<file path="src/rtl/mem_bus_arbiter.sv">
// Two-master round-robin arbiter for the native memory bus, one transaction in flight.
// A watchdog force-completes unacknowledged transactions with ERR_DATA and logs the fault.
module mem_bus_arbiter #(
    parameter int unsigned TIMEOUT  = 256,
    parameter logic [31:0] ERR_DATA = 32'hDEAD_BEEF
) (
    input  logic        clk,
    input  logic        reset,
    input  logic        m0_valid,
    output logic        m0_ready,
    input  logic [3:0]  m0_wstrb,
    input  logic [31:0] m0_addr,
    input  logic [31:0] m0_wdata,
    output logic [31:0] m0_rdata,
    input  logic        m1_valid,
    output logic        m1_ready,
    input  logic [3:0]  m1_wstrb,
    input  logic [31:0] m1_addr,
    input  logic [31:0] m1_wdata,
    output logic [31:0] m1_rdata,
    output logic        s_valid,
    input  logic        s_ready,
    output logic [3:0]  s_wstrb,
    output logic [31:0] s_addr,
    output logic [31:0] s_wdata,
    input  logic [31:0] s_rdata,
    output logic        timeout_irq,
    output logic [31:0] err_addr,
    output logic        err_master
);

    localparam int unsigned CntW = $clog2(TIMEOUT + 1);

    typedef enum logic {StIdle, StBusy} state_e;

    state_e            state_q;
    logic              gnt_q;
    logic              last_q;
    logic [CntW-1:0]   cnt_q;
    logic              timeout_irq_q;
    logic [31:0]       err_addr_q;
    logic              err_master_q;

    logic              mgnt_valid;
    logic [3:0]        mgnt_wstrb;
    logic [31:0]       mgnt_addr;
    logic [31:0]       mgnt_wdata;
    logic              busy;
    logic              active;
    logic              expired;
    logic              done;
    logic              winner;

    always_comb begin
        mgnt_valid = gnt_q ? m1_valid : m0_valid;
        mgnt_wstrb = gnt_q ? m1_wstrb : m0_wstrb;
        mgnt_addr  = gnt_q ? m1_addr  : m0_addr;
        mgnt_wdata = gnt_q ? m1_wdata : m0_wdata;
        busy       = (state_q == StBusy);
        active     = busy && mgnt_valid;
        // A slave ack in the final watchdog cycle takes precedence over the timeout.
        expired    = active && !s_ready && (cnt_q == CntW'(TIMEOUT - 1));
        done       = active && (s_ready || expired);
        winner     = (m0_valid && m1_valid) ? !last_q : m1_valid;
    end

    always_comb begin
        s_valid  = active && !expired;
        s_wstrb  = busy ? mgnt_wstrb : 4'h0;
        s_addr   = busy ? mgnt_addr  : m0_addr;
        s_wdata  = busy ? mgnt_wdata : m0_wdata;
        m0_ready = done && !gnt_q;
        m1_ready = done && gnt_q;
        m0_rdata = (expired && !gnt_q) ? ERR_DATA : s_rdata;
        m1_rdata = (expired && gnt_q)  ? ERR_DATA : s_rdata;
    end

    always_ff @(posedge clk or posedge reset) begin
        if (reset) begin
            state_q       <= StIdle;
            gnt_q         <= 1'b0;
            last_q        <= 1'b1;
            cnt_q         <= '0;
            timeout_irq_q <= 1'b0;
            err_addr_q    <= 32'h0;
            err_master_q  <= 1'b0;
        end else begin
            timeout_irq_q <= expired;
            case (state_q)
                StIdle: begin
                    if (m0_valid || m1_valid) begin
                        gnt_q   <= winner;
                        cnt_q   <= '0;
                        state_q <= StBusy;
                    end
                end
                StBusy: begin
                    if (!mgnt_valid) begin
                        // Master withdrew its request: abandon without completion.
                        state_q <= StIdle;
                    end else if (done) begin
                        last_q  <= gnt_q;
                        state_q <= StIdle;
                        if (expired) begin
                            err_addr_q   <= mgnt_addr;
                            err_master_q <= gnt_q;
                        end
                    end else begin
                        cnt_q <= cnt_q + CntW'(1);
                    end
                end
                default: state_q <= StIdle;
            endcase
        end
    end

    assign timeout_irq = timeout_irq_q;
    assign err_addr    = err_addr_q;
    assign err_master  = err_master_q;

endmodule

</file>
<file path="config.mk">
export PLATFORM = sky130hd
export DESIGN_NAME = mem_bus_arbiter
export DESIGN_NICKNAME = d
export VERILOG_FILES = /design/src/rtl/mem_bus_arbiter.sv
export SDC_FILE = /design/constraint.sdc
export NUM_CORES = 1
export LEC_CHECK = 0
export CORE_AREA = 3 3 133 135
export CTS_CLUSTER_DIAMETER = 50
export CTS_CLUSTER_SIZE = 25
export DETAILED_ROUTE_END_ITERATION = 8
export DIE_AREA = 0 0 136 138
export DONT_BUFFER_PORTS = 1
export PLACE_DENSITY = 0.45
export RECOVER_POWER = 50
export SLEW_MARGIN = 10
export SYNTH_ARGS = -nofsm -noshare
export SYNTH_HDL_FRONTEND = slang
export SYNTH_SLANG_ARGS = --single-unit
</file>
<file path="constraint.sdc">
create_clock -name clk -period 2.1 [get_ports clk]
set_input_delay 0.42 -clock clk [delete_from_list [all_inputs] [get_ports clk]]
set_output_delay 0.42 -clock clk [all_outputs]
set_load 0.1 [all_outputs]
</file>
# After elaboration in Yosys (flattened, before gate mapping)
# Index checks and enable logic that the tools add are counted.
# totals
regBits,46
input_bits,173
out_inout_bits,169
wordCells,51
# classes
n_addsub,1
n_eq_ne,4
mux,18
n_bitwise,1
n_reduce_logical,20
# op_table
op,count
two-way mux 32 bit,6
two-way mux 9 bit,3
case mux 9 bit (2 select lines),1
logical AND 1 bit,10
adder 9 x 1 -> 9 bit (second input constant),1
== test 9 x 8 -> 1 bit (second input constant),1
two-way mux 4 bit,2
AND reduction 3 bit,2
two-way mux 1 bit,5
logical NOT 1 bit,4
inequality test 2 bit (second input constant),2
AND reduction 4 bit,1
logical OR 1 bit,2
inequality test 2 x 1 -> 1 bit (second input constant),1
case mux 1 bit (2 select lines),1
AND reduction 2 bit,1
inverter 1 bit,1

# Logic depth before layout (Yosys ltp)
# depth
depth_word,9
depth_mapped,8
ltp_nobuf,8

# Worst setup path after synthesis
# Ideal clock, no wire load.
# synth_timing
path_kind,register to output
startpoint,register cnt_q[0]
endpoint,output port s_valid
arrival_ns,3.312
required_ns,1.680
path_slack_ns,-1.632
path_stages_with_launch,7
path_buffers,0
cell_sequence,dfrtp_1 > ha_1 > nand3_1 > nor3_1 > ha_1 > nor2b_1 > nor3_1
# synth_via
elab_chain_cells,4
# synth_rtl
item,line,source
from (decl),39,logic [CntW-1:0] cnt_q;
from (signal assigned),109,cnt_q <= cnt_q + CntW'(1);
== test 9 x 8 -> 1 bit,62,expired = active && !s_ready && (cnt_q == CntW'(TIMEOUT - 1));
logical AND 1 bit,62,
logical NOT 1 bit,68,s_valid = active && !expired;
logical AND 1 bit,68,
to (decl),21,"output logic s_valid,"
# No other way between the ends.

# Worst setup path after layout
# layout_timing
startpoint,register cnt_q[1]
endpoint,output port m0_rdata[9]
# layout_via
elab_chain_cells,4
# layout_rtl
item,line,source
== test 9 x 8 -> 1 bit,62,
logical AND 1 bit,62,
logical AND 1 bit,74,m0_rdata = (expired && !gnt_q) ? ERR_DATA : s_rdata;
two-way mux 32 bit,74,
to (decl),14,"output logic [31:0] m0_rdata,"
# No other way between the ends.

==> results.md <==
* Syn Std Cell Area at approximately 3700 sq um
* Placement Rows at 47
* Global-route wire length before repair at 25.0 mm
* IO Pins at between 300 and 400
* Layout cells sized above 1 at 0.811
* Maximum Capacitance Violations at 0
* Multi-input logic area at roughly 2900 sq um
* Number of flops mapped to enable cells by yosys at 0
* Largest net degree at the start of global routing at 41
* CP max stage delay at 380 ps
* Status: finished, violations left
* Failing checks: setup timing
* Fmax achieved at 388 MHz
* Pint at around 4.3 mW
* Initial core utilization at 0.224
* Met3 Use GR at 0.0469
* R2R cell count at 12
* Pwr per Cell Area at 1130 nW/um^2
* Routed Antenna Nets at 0
* GPL Wtd Cong at 0.828
* Switching power at 4.64 mW
* Final min period at 2580 ps
* CP delay by family, top: simple AND/OR/NAND/NOR gates
* Mean Syn Cell Area at 11.1 sq um
* FF-to-FF End: err_addr[10]$_DFFE_PP0P_
* PnR worst setup slack at -479 ps
* Slew at the pin closest to its max-slew limit at 941 ps
* Drt initial violations at just under 70
* Sequential fraction of the synthesis area at 0.311
* Non-filler cells, final at 729
* Sw Share at 0.517
* Die Y at 138 microns
* GRT met2 Usage at 0.311
* Htree depth at 2
* GRT overflow at 0
* CTS Buf Count at 5
* CTS Hold Bufs at 0
* Reg2reg start: cnt_q[1]$_DFFE_PP0P_
* # fillers at 1,480
* Setup slack, reg-to-reg at -360 ps
* Worst Clk Skew at 5.54 ps
* Total die area at 18,800 sq um
* P&R area growth vs syn at 113%
* Diode count at 0
* Critical Path Slowest Stage Cell: dfrtp_1
* Final Hold Fails at 0
* Final setup fails at 158
* Max VDD drop at 688 uV
* Placed cell count at 684
* Netlist cell types at 39
* Seq. cell area at 1150 sq um
* HPWL Detailed at 12.2 mm
* Async SR Flop Fraction at 1.00
* Routed wire length at 17.0 mm
* Most common flop cell mapped by yosys: dfrtp_1
* Met1 Use GR at 0.206
* Pre-Repair DR Iteration Count at 4
* Clock Pin Slew Worst Setup and Hold Paths at 70 ps
* Critical path startpoint category: flip-flop
* Slew HR at 0.373
* Root Driver: clkbuf_16
* Wire per inst at 23.3 microns
* Clock share of power at 0.101
* Comb pwr share at 0.787
* Clk buf depth at 2
* Via density at ~4.7
* Cells after Synth at 335
* Total track usage at 0.173
* Skew-Pair Late Insertion Delay at between 200 and 300 ps
* Seq pwr share at 0.112
* CP Max Fanout at 16
* Critical path required time at 1680 ps
* Core Region at 16,600 sq um
* CP Buf/Inv Count at 2
* DRC at 0
* Total of warnings raised by yosys at 0
* Slew Limit Fails at 0
* CP Data Arrival Time at ~2200 ps
* GRT Max-Usage Layer: met2
* Top cell by count, worst path: ha_2
* Lkg Pwr at between 3 and 4 nW
* Hold slack at between 150 and 200 ps
* Port Buffer Count at 0
* Initial antenna violation count at 0
* Routed vias at 3,431
* RSZ-0062 raised after global routing: yes
* Layout net count at approximately 700
* Syn Nets at 510
* Clock Sinks at 46
* Crit-path cells: ha_2, nand3_2, nor3_2, ha_2, nand2b_4, nor3_4, buf_6, buf_12, or2_4
* CP endpoint kind: primary output
* Worst hold path class: in2async
* Vias in the first global route at 3,914
* #FFs+latches synth at 46
* Setup CP Type: reg2out
* CTS tree: done
* Chip width at 136 microns
* Fin crit share at 1.23
[cells in the mapped netlist (2+ instances only)]
library cell / number / share of area
a32o_1: 2 / 0.0054
and3_1: 2 / 0.0034
mux2_2: 100 / 0.30
nand3_1: 4 / 0.0054
mux2_4: 21 / 0.085
or2_2: 49 / 0.083
nor2b_1: 17 / 0.029
o21ai_0: 2 / 0.0027
ha_1: 2 / 0.0067
mux2_1: 8 / 0.024
nor2_1: 8 / 0.0081
buf_4: 2 / 0.0040
nand2_1: 9 / 0.0091
buf_6: 3 / 0.0091
clkbuf_1: 6 / 0.0061
a221o_1: 2 / 0.0054
dfrtp_1: 45 / 0.30
buf_2: 10 / 0.013
mux2i_1: 7 / 0.019
nand2b_1: 3 / 0.0051
a31oi_1: 3 / 0.0051
o211ai_1: 5 / 0.010
inv_1: 5 / 0.0051
nor3_1: 5 / 0.0067
[logic make-up (layout without fill, tap and decap cells)]
logic type	Yosys count	count (layout)	share of synthesized area
compound gates	19	19	0.0408
fa+ha+maj	2	2	0.00674
flops	46	46	0.311
buf+inv	27	201	0.0388
simple gates	105	105	0.171
mux	136	136	0.432
[flip-flops by register name (all words and copies together), names as in the netlist]
signal       flops
gnt_q            1
err_master       1
busy             1
timeout_irq      1
cnt_q            9
last_q           1
err_addr        32
[repair_timing]
| item | in CTS | in global routing |
|---|---|---|
| gates cloned | 14 | 2 |
| endpoints found under the setup margin | 167 | 167 |
| setup buffers | 18 | 5 |
| gates resized for setup | 45 | 18 |
| pin swaps | 4 | 10 |
[cells in the final DEF (no fill, tap or decap), types with 3 or more instances in the layout]
cell       count
buf_12       134
nand3_1        3
a31oi_1        3
nor2_2         4
dfrtp_1       43
nor3_4         3
inv_1          5
clkbuf_16      7
nor2_4         3
mux2i_1        7
buf_6         13
or2_4         48
buf_4         24
mux2_2        79
nand2_1        8
o211ai_1       5
nor2b_4       17
mux2_4        48
buf_16        11
[worst max path at each step]
stage	end	slack, ps	from	cells past startpoint
6_report	m0_rdata[9]	-480	cnt_q[1]$_DFFE_PP0P_	9
5_1_grt	m0_rdata[7]	-590	cnt_q[1]$_DFFE_PP0P_	9
4_1_cts	m0_rdata[8]	-500	cnt_q[1]$_DFFE_PP0P_	11
3_5_place_dp	m0_rdata[10]	-160	cnt_q[1]$_DFFE_PP0P_	8
3_3_place_gp	m0_rdata[10]	-100	cnt_q[1]$_DFFE_PP0P_	8
2_1_floorplan	s_wstrb[2]	-390	gnt_q$_DFFE_PP0P_	4
[per-stage QoR]
step / utilization / setup TNS (ps) / power, mW / instance area [sq um] / setup WS [ps]
after detailed placement: 0.419 / -7280 / 7.48 / 6950 / -159
after floorplan: - / -16030 / 5.32 / 4080 / -393
final: 0.478 / -42610 / 8.96 / 7920 / -479
after global routing: 0.478 / -56900 / 9.25 / 7920 / -589
after global placement: 0.419 / -3810 / 7.43 / 6950 / -104
after CTS: 0.472 / -46610 / 9.05 / 7840 / -504
[area by class of cell]
class                           instances  area share
Multi-Input combinational cell        262       0.362
Clock inverter                          2     0.00474
Clock buffer                            6      0.0163
Sequential cell                        46       0.146
Tap cell                              220      0.0348
Inverter                                6     0.00332
Timing Repair Buffer                  187       0.433
[routing by layer]
| metal | part of all wire | vias to the layer above |
|---|---|---|
| met2 | 0.53 | 188 |
| met1 | 0.37 | 1687 |
| met4 | 0.014 | 0 |
| met3 | 0.086 | 16 |
| li1 | - | 1540 |
| met5 | 0 | - |
[power by group through the flow]
stage | registers, mW | clock network (mW) | logic (mW)
floorplan | 1.00 | 0 | 4.32
global placement | 1.02 | 0 | 6.41
detailed placement | 1.02 | 0 | 6.46
CTS | 1.01 | 0.938 | 7.10
global route | 1.02 | 0.971 | 7.26
finish | 1.01 | 0.904 | 7.05
Power figures use the tool's default switching activity.
